$ cat config.mk
export PLATFORM = sky130hd
export DESIGN_NAME = sprite_mover
export DESIGN_NICKNAME = d
export VERILOG_FILES = /design/src/rtl/sprite_mover.sv
export SDC_FILE = /design/constraint.sdc
export NUM_CORES = 1
export LEC_CHECK = 0
export ABC_AREA = 1
export CORE_ASPECT_RATIO = 1.75
export CORE_MARGIN = 2
export CORE_UTILIZATION = 59
export DETAILED_ROUTE_END_ITERATION = 6
export PLACE_DENSITY_LB_ADDON = 0.3
export SYNTH_ARGS = -nofsm -noshare
export SYNTH_HDL_FRONTEND = slang
export SYNTH_SLANG_ARGS = --single-unit
$ cat constraint.sdc
create_clock -name Clk -period 7.1 [get_ports Clk]
set_clock_uncertainty 0.05 [all_clocks]
set_input_delay 1.42 -clock Clk [delete_from_list [all_inputs] [get_ports Clk]]
set_output_delay 1.42 -clock Clk [all_outputs]
set_load 0.05 [all_outputs]
$ cat src/rtl/sprite_mover.sv
// Per-sprite position block: frame-divided moves, buffered turns at tile alignment,
// wall checks over a req/ack port. Define SPRITE_MOVER_TUNNEL_EN to wrap x through the side tunnel.
module sprite_mover #(
  parameter int         COORD_W    = 10,
  parameter int         TILE_SHIFT = 4,
  parameter int         STEP       = 1,
  parameter int         FRAME_DIV  = 1,
  parameter int         START_X    = 304,
  parameter int         START_Y    = 288,
  parameter logic [1:0] START_DIR  = 2'b11,
  parameter int         SCREEN_W   = 640
) (
  input  logic                        Clk,
  input  logic                        Reset,
  input  logic                        Restart,
  input  logic                        frame_clk,
  input  logic [2:0]                  direction,
  output logic                        wall_req,
  output logic [COORD_W-TILE_SHIFT-1:0] wall_tx,
  output logic [COORD_W-TILE_SHIFT-1:0] wall_ty,
  input  logic                        wall_ack,
  input  logic                        wall_blocked,
  output logic [COORD_W-1:0]          pos_x,
  output logic [COORD_W-1:0]          pos_y,
  output logic [1:0]                  cur_dir,
  output logic                        moving,
  output logic                        step_pulse
);
  localparam int TW    = COORD_W - TILE_SHIFT;
  localparam int XW    = COORD_W + 1;
  localparam int DIV_W = (FRAME_DIV > 1) ? $clog2(FRAME_DIV) : 1;

  localparam logic [XW-1:0]    STEP_X   = XW'(STEP);
  localparam logic [XW-1:0]    X_MAX    = XW'(SCREEN_W - (1 << TILE_SHIFT));
  localparam logic [DIV_W-1:0] DIV_LAST = DIV_W'(FRAME_DIV - 1);

  localparam logic [1:0] D_UP = 2'b00, D_RIGHT = 2'b01, D_DOWN = 2'b10, D_LEFT = 2'b11;

  localparam logic [1:0] S_IDLE   = 2'd0;
  localparam logic [1:0] S_TURN_Q = 2'd1;
  localparam logic [1:0] S_FWD_Q  = 2'd2;
  localparam logic [1:0] S_MOVE   = 2'd3;

  logic             f0, f1, tick, go;
  logic [DIV_W-1:0] div;
  logic [1:0]       state, q_dir, pend_dir;
  logic             pend_v, aligned, reverse;
  logic [TW-1:0]    tx, ty;
  logic [COORD_W-1:0] nx, ny;
  logic             step_ok;

  assign tick     = f0 & ~f1;
  assign go       = tick && (div == DIV_LAST);
  assign aligned  = (pos_x[TILE_SHIFT-1:0] == '0) && (pos_y[TILE_SHIFT-1:0] == '0);
  assign reverse  = pend_v && (pend_dir == (cur_dir ^ 2'b10));
  assign tx       = pos_x[COORD_W-1:TILE_SHIFT];
  assign ty       = pos_y[COORD_W-1:TILE_SHIFT];
  assign wall_req = (state == S_TURN_Q) || (state == S_FWD_Q);

  // q_dir is latched on query entry so the tile stays put even if a new request lands mid-query.
  always_comb begin
    wall_tx = tx;
    wall_ty = ty;
    case (q_dir)
      D_UP:    wall_ty = ty - TW'(1);
      D_RIGHT: wall_tx = tx + TW'(1);
      D_DOWN:  wall_ty = ty + TW'(1);
      default: wall_tx = tx - TW'(1);
    endcase
  end

  always_comb begin
    nx      = pos_x;
    ny      = pos_y;
    step_ok = 1'b1;
    case (cur_dir)
      D_UP:   ny = pos_y - COORD_W'(STEP);
      D_DOWN: ny = pos_y + COORD_W'(STEP);
      D_RIGHT: begin
        if (({1'b0, pos_x} + STEP_X) > X_MAX) begin
`ifdef SPRITE_MOVER_TUNNEL_EN
          nx = '0;
`else
          step_ok = 1'b0;
`endif
        end else begin
          nx = pos_x + COORD_W'(STEP);
        end
      end
      default: begin
        if ({1'b0, pos_x} < STEP_X) begin
`ifdef SPRITE_MOVER_TUNNEL_EN
          nx = X_MAX[COORD_W-1:0];
`else
          step_ok = 1'b0;
`endif
        end else begin
          nx = pos_x - COORD_W'(STEP);
        end
      end
    endcase
  end

  always_ff @(posedge Clk) begin
    if (Reset || Restart) begin
      pos_x      <= COORD_W'(START_X);
      pos_y      <= COORD_W'(START_Y);
      cur_dir    <= START_DIR;
      q_dir      <= START_DIR;
      pend_dir   <= START_DIR;
      pend_v     <= 1'b0;
      div        <= '0;
      f0         <= 1'b0;
      f1         <= 1'b0;
      state      <= S_IDLE;
      moving     <= 1'b0;
      step_pulse <= 1'b0;
    end else begin
      f0         <= frame_clk;
      f1         <= f0;
      step_pulse <= 1'b0;
      if (tick) div <= go ? '0 : div + DIV_W'(1);

      case (state)
        S_IDLE: if (go) begin
          if (reverse) begin
            cur_dir <= pend_dir;
            pend_v  <= 1'b0;
            state   <= S_MOVE;
          end else if (aligned && pend_v && (pend_dir != cur_dir)) begin
            q_dir <= pend_dir;
            state <= S_TURN_Q;
          end else if (aligned) begin
            q_dir <= cur_dir;
            state <= S_FWD_Q;
          end else begin
            state <= S_MOVE;
          end
        end
        S_TURN_Q: if (wall_ack) begin
          if (!wall_blocked) begin
            cur_dir <= q_dir;
            pend_v  <= 1'b0;
            state   <= S_MOVE;
          end else begin
            q_dir <= cur_dir;
            state <= S_FWD_Q;
          end
        end
        S_FWD_Q: if (wall_ack) begin
          if (!wall_blocked) begin
            state <= S_MOVE;
          end else begin
            moving <= 1'b0;
            state  <= S_IDLE;
          end
        end
        default: begin
          if (step_ok) begin
            pos_x <= nx;
            pos_y <= ny;
          end
          moving     <= step_ok;
          step_pulse <= step_ok;
          state      <= S_IDLE;
        end
      endcase

      // A fresh request overrides any same-cycle clear: the latest request wins.
      if (direction[2]) begin
        pend_v   <= 1'b1;
        pend_dir <= direction[1:0];
      end
    end
  end
endmodule
# Word level (Yosys, flattened, before mapping)
# Cells that the tools add are included.
# word_totals
output_inout_bits	37
reg_bits	34
inputBits	9
# op_classes
n_reduce_logical	27
bitwise	7
add_sub_neg	10
order_cmp	2
muxes	38
n_eq_ne	21
# op_table
op	count
one-hot mux 10 bit (2 select lines)	2
2-to-1 mux 2 bit	14
one-hot mux 6 bit (2 select lines)	2
adder 10 x 1 -> 10 bit, second input constant	2
2-to-1 mux 10 bit	2
subtractor 10 x 1 -> 10 bit, second input constant	2
!= test 3 bit, second input constant	5
AND reduction 5 bit	3
!= test 2 bit, second input constant	7
adder 6 x 1 -> 6 bit, second input constant	2
2-to-1 mux 1 bit	12
subtractor 6 x 1 -> 6 bit, second input constant	2
adder 10 x 1 -> 11 bit, second input constant	1
greater-than comparator 11 x 10 -> 1 bit, second input constant	1
less-than comparator 10 x 1 -> 1 bit, second input constant	1
AND reduction 3 bit	3
logical NOT 4 bit	2
one-hot mux 2 bit (2 select lines)	2
equality test 2 x 1 -> 1 bit, second input constant	3
equality test 2 bit, second input constant	3
logical NOT 2 bit	3
NOT 1 bit	6
one-hot mux 1 bit (2 select lines)	3
one-hot mux 2 bit (3 select lines)	1
13 further kinds	21

# Logic depth before layout (Yosys ltp)
# depth
depth_word	8
mapped_depth	16
ltp_nobuf	16

# Worst setup path before layout
# OpenSTA, ideal clock, no wires.
# synth_path
path_kind	register to output
startpoint	register q_dir[0]
endpoint	output port wall_ty[5]
slack_ns	3.049
required_ns	5.630
path_stages_with_launch	13
arrival_time_ns	2.581
path_cell_list	dfxtp_1 inv_1 clkbuf_1 nand2_1 ha_1 nand3_1 nand3_1 nand2_1 nand2_1 a21oi_1 o21ai_0 a21oi_1 xor2_1
# synth_between
elab_chain_cells	2
word_cells_on_any_way	3
# synth_lines
element	line	rtl
start, declared	46	logic [1:0] state, q_dir, pend_dir;
start signal, assigned	131	q_dir <= pend_dir;
start signal, assigned	134	q_dir <= cur_dir;
start signal, assigned	146	q_dir <= cur_dir;
equality test 2 bit or logical NOT 2 bit (tied branches)	64	case (q_dir)
one-hot mux 6 bit (2 select lines) (*)	64	
end, declared	20	output logic [COORD_W-TILE_SHIFT-1:0] wall_ty,
# Every way passes the cells marked *; elsewhere a longest branch is shown, timed or not.

# Worst setup path in the final report
# layout_path
startpoint	register q_dir[0]
endpoint	output port wall_tx[5]
# layout_between
elab_chain_cells	3
word_cells_on_any_way	5
# layout_lines
element	line	rtl
equality test 2 bit or logical NOT 2 bit (tied branches)	64	
OR reduction 2 bit (no source line)	n/a	
one-hot mux 6 bit (2 select lines) (*)	64	
end, declared	19	output logic [COORD_W-TILE_SHIFT-1:0] wall_tx,
# Marked as above.

==> results <==
- The commonest register cell after synthesis is sky130_fd_sc_hd__dfxtp_1.
- The classification of the worst-slack hold path is reg -> reg.
- The fill cell total of the finished layout is 408.
- The insertion delay of the later-clocked pin in the worst-skew pair is between 0.2 and 0.3 ns.
- The area inside the core boundary is 4707 um2.
- TritonCTS created 5 clock buffers.
- At the pin with the least slew margin, the transition time is about 0.88 ns.
- Across the run, the number of max-cap violations was 0.
- The wire length of the first global-routing pass is 12,760 um.
- Before antenna repair, the detailed router went through 5 iterations.
- The worst path arrival time is approximately 3.7 ns.
- The number of warnings reported in the yosys synthesis log is 0.
- The synthesized design spends more area on one cell type than any other, namely sky130_fd_sc_hd__dfxtp_1.
- Of the cells placed in the final design, the portion with a size suffix greater than 1 is 7.741%.
- The number of nets with antenna violations after routing is 0.
- The commonest cells after synthesis are sky130_fd_sc_hd__nand2_1, sky130_fd_sc_hd__inv_1, sky130_fd_sc_hd__nor2_1.
- The overall power is approximately 0.47 mW.
- The run finished with clean final reports.
- The detailed placement HPWL is 5615 um.
- The number of sinks driven by the clock tree is 34.
- The top-level port count is 46.
- The register area is 680.7 um2.
- The total instance count after detailed placement is 522.
- The minimum clock period is 5.180 ns.
- The synthesized netlist occupies a cell area of 2895 um2.
- The final-layout setup total negative slack is 0 ns.
- The quantity of I/O buffers inserted on ports is 45.
- The cell sitting at the root of the clock tree is a sky130_fd_sc_hd__clkbuf_8.
- The post-detailed-route wirelength per cell is 14.49 um.
- The overall die width is ~57 um.
- CTS built an H-tree with a depth of 2.
- Routability-driven placement finished with a final weighted congestion of 0.9401.
- Global routing finished with a remaining overflow of 0.
- Of all flip-flops after synthesis, the portion carrying an async set or reset was 0%.
- Buffers inserted to repair hold after CTS numbered 0.
- Setup repair after global routing left no endpoint under its margin.
- The path type of the worst setup path is reg -> out.
- The number of failing setup endpoints in the final timing report is 0.
- In the global route stage, overall resource usage came out at between 20% and 30%.
- Counting every instance in the synthesized netlist gives roughly 440.
- The detailed router's first-iteration violation count is between 150 and 200.
- The via count of the first global-routing pass is 3,008.
- Yosys attributes the largest share of cell area to sky130_fd_sc_hd__dfxtp_1, sky130_fd_sc_hd__nand2_1, sky130_fd_sc_hd__ha_1.
- The maximum number of pins on one net before global-route repair is 24.
- The synthesized netlist contains 37 unique library cells.
- Summing all multi-input logic gate instances after layout gives 1961 um2.
- Clock-pin slew was measured on the worst setup and hold paths at 0.07 ns.
- The number of hold violations in the final report was 0.
- The worst-case IR drop observed on VDD is 0.1724 mV.
- For this run, the post-layout net count is slightly above 500.
- The number of register bits inferred by synthesis is 34.
- The mean number of vias per cell is 5.736.
- The share of the core filled with cells in the final layout is 74.16%.
- The detailed-route via count is about 3,000.
- The fraction of post-synthesis cell area in the top cell type by area is a little under a quarter.
- A synthesized cell averages 6.641 um2.
- STA classifies the critical path endpoint as an output port.
- By instance count, the leading cell after synthesis is sky130_fd_sc_hd__nand2_1.
- The peak per-stage delay on the critical path is 0.81 ns.
- The synthesized design contains 0 enable-type register cells.
- Sequential cells were found to cover between 20% and 30% of the synthesized design area.
- The number of buffers added for setup after CTS is 0.
- The slowest stage of the critical path belongs to the cell sky130_fd_sc_hd__clkdlybuf4s50_1.
- Once the floorplan was initialized, standard cells occupied 61.51% of the core.
- 0 antenna diodes ended up in the layout.
- The CTS tree is done.
- The number of antenna violations at the first check in global routing is 0.
- The routed design has 7678 um of wire.
- The analysis attributes to cell leakage a power of between 1.5 and 2 nW.
- The die is approximately 97 um tall.
- The headroom to the max-slew limit is 41.50%.
- Power spread over the standard cell area amounts to 136.0 nW/um2.
- The period utilization is 72.96%.
- Compared with the post-synthesis result, the final layout area differs by 20.57%.
- The endpoint required time on the critical path is 5.63 ns.
- Once layout is complete, the cells apart from fillers number 530.
- The number of slew-limit violations in the final report was 0.
- The sort of element at the start of the critical path is a flop.
- Row generation in the floorplan step produced 33 rows.
- The critical-path maximum fanout is 14.
- Gates resized during post-CTS repair numbered 0.
- The largest buffer count on any clock path is 2.
- The critical path goes through inv_1 > or2_2 > ha_1 > a21oi_1 > nand2_1 > nand2_1 > nand2_1 > a21oi_1 > o21ai_0 > a21oi_1 > xor2_1 > clkdlybuf4s50_1.
- The remaining routing DRC violations is 0.
- The net count of the mapped netlist is 471.
- The total die area is 5506 um2.
- The fmax is between 150 and 200 MHz.
per-layer routing:
metal,up-vias,GRT usage [%],routed length [um]
li1,1504,-,-
met1,1409,28.10,2865
met2,104,55.44,4256
met3,23,3.877,313
met4,0,11.99,242
met5,-,0,0
stage by stage:
stage	worst slack (ns)	area [um2]	hold WS, ns
after detailed placement	2.324	3348	0.3893
after CTS	1.966	3491	0.3986
after global routing	1.684	3491	0.4187
after global placement	2.444	3348	0.3737
final	1.920	3491	0.3970
after floorplan	3.049	2895	0.3667
registers in the layout (all words and copies together), names as in the netlist:
register,flops
cur_dir,2
div,1
f0,1
f1,1
moving,1
pend_dir,2
pend_v,1
pos_x,10
pos_y,10
q_dir,2
state,2
step_pulse,1
placed cells by master (no fill, tap or decap):
cell	n
sky130_fd_sc_hd__a21o_1	2
sky130_fd_sc_hd__a21oi_1	33
sky130_fd_sc_hd__a21oi_2	5
sky130_fd_sc_hd__a22oi_1	2
sky130_fd_sc_hd__a31oi_1	3
sky130_fd_sc_hd__and3_1	1
sky130_fd_sc_hd__bufinv_16	2
sky130_fd_sc_hd__clkbuf_8	6
sky130_fd_sc_hd__clkdlybuf4s50_1	45
sky130_fd_sc_hd__clkinv_1	2
sky130_fd_sc_hd__dfxtp_1	34
sky130_fd_sc_hd__fa_1	3
sky130_fd_sc_hd__ha_1	23
sky130_fd_sc_hd__inv_1	47
sky130_fd_sc_hd__inv_2	2
sky130_fd_sc_hd__nand2_1	97
sky130_fd_sc_hd__nand2_2	3
sky130_fd_sc_hd__nand2_4	2
sky130_fd_sc_hd__nand3_1	32
sky130_fd_sc_hd__nand3_2	6
sky130_fd_sc_hd__nand4_1	4
sky130_fd_sc_hd__nor2_1	45
sky130_fd_sc_hd__nor2_2	5
sky130_fd_sc_hd__nor3_1	1
sky130_fd_sc_hd__nor3b_1	1
sky130_fd_sc_hd__o211ai_1	4
sky130_fd_sc_hd__o211ai_2	1
sky130_fd_sc_hd__o21ai_0	32
sky130_fd_sc_hd__o21ai_1	1
sky130_fd_sc_hd__o21bai_1	1
sky130_fd_sc_hd__o22ai_1	2
sky130_fd_sc_hd__o31ai_1	1
sky130_fd_sc_hd__or2_2	5
sky130_fd_sc_hd__xnor2_1	11
sky130_fd_sc_hd__xor2_1	14
worst paths after layout:
kind / startpoint / to / slack [ns] / cells after the start
min: div$_SDFFE_PP0P_ / div$_SDFFE_PP0P_ / 0.40 / 2
max reg2reg: cur_dir[0]$_SDFFE_PP1P_ / pos_y[7]$_SDFFE_PP0P_ / 4.36 / 11
max: q_dir[0]$_SDFFE_PP1P_ / wall_tx[5] / 1.92 / 12
min reg2reg: div$_SDFFE_PP0P_ / div$_SDFFE_PP0P_ / 0.40 / 2
critical path: cells and delay by family, from the launching register on:
family,cells,cell delay [ns]
AO/OA/AOI/OAI,4,0.59
XOR/XNOR,1,0.15
adder cells (fa/ha/maj),1,0.37
buffers and inverters,2,1.10
flip-flops,1,0.55
AND/OR/NAND/NOR,4,0.64
kinds of logic after synthesis:
group                      synth area share (%)
buffers and inverters                     8.773
adders and majority gates                 12.01
xor gates and xnor gates                  7.563
and+or+nand+nor                           31.11
AOI/OAI and AO/OA                         17.03
DFF                                       23.51
layout make-up:
class | instances | share of cell area [%]
inverter | 51 | 5.484
clock buffer | 6 | 2.366
timing repair buffer | 45 | 12.90
clock inverter | 2 | 1.720
multi-input combinational | 340 | 56.16
tap | 52 | 1.864
sequential | 34 | 19.50
power by group:
| group | total [mW] | switching (mW) | internal [mW] |
|---|---|---|---|
| sequential | 0.195 | 0.00226 | 0.193 |
| clock | 0.226 | 0.0758 | 0.150 |
| combinational | 0.0542 | 0.0343 | 0.0199 |
| total | 0.475 | 0.112 | 0.362 |
Power figures use the tool's default switching activity.
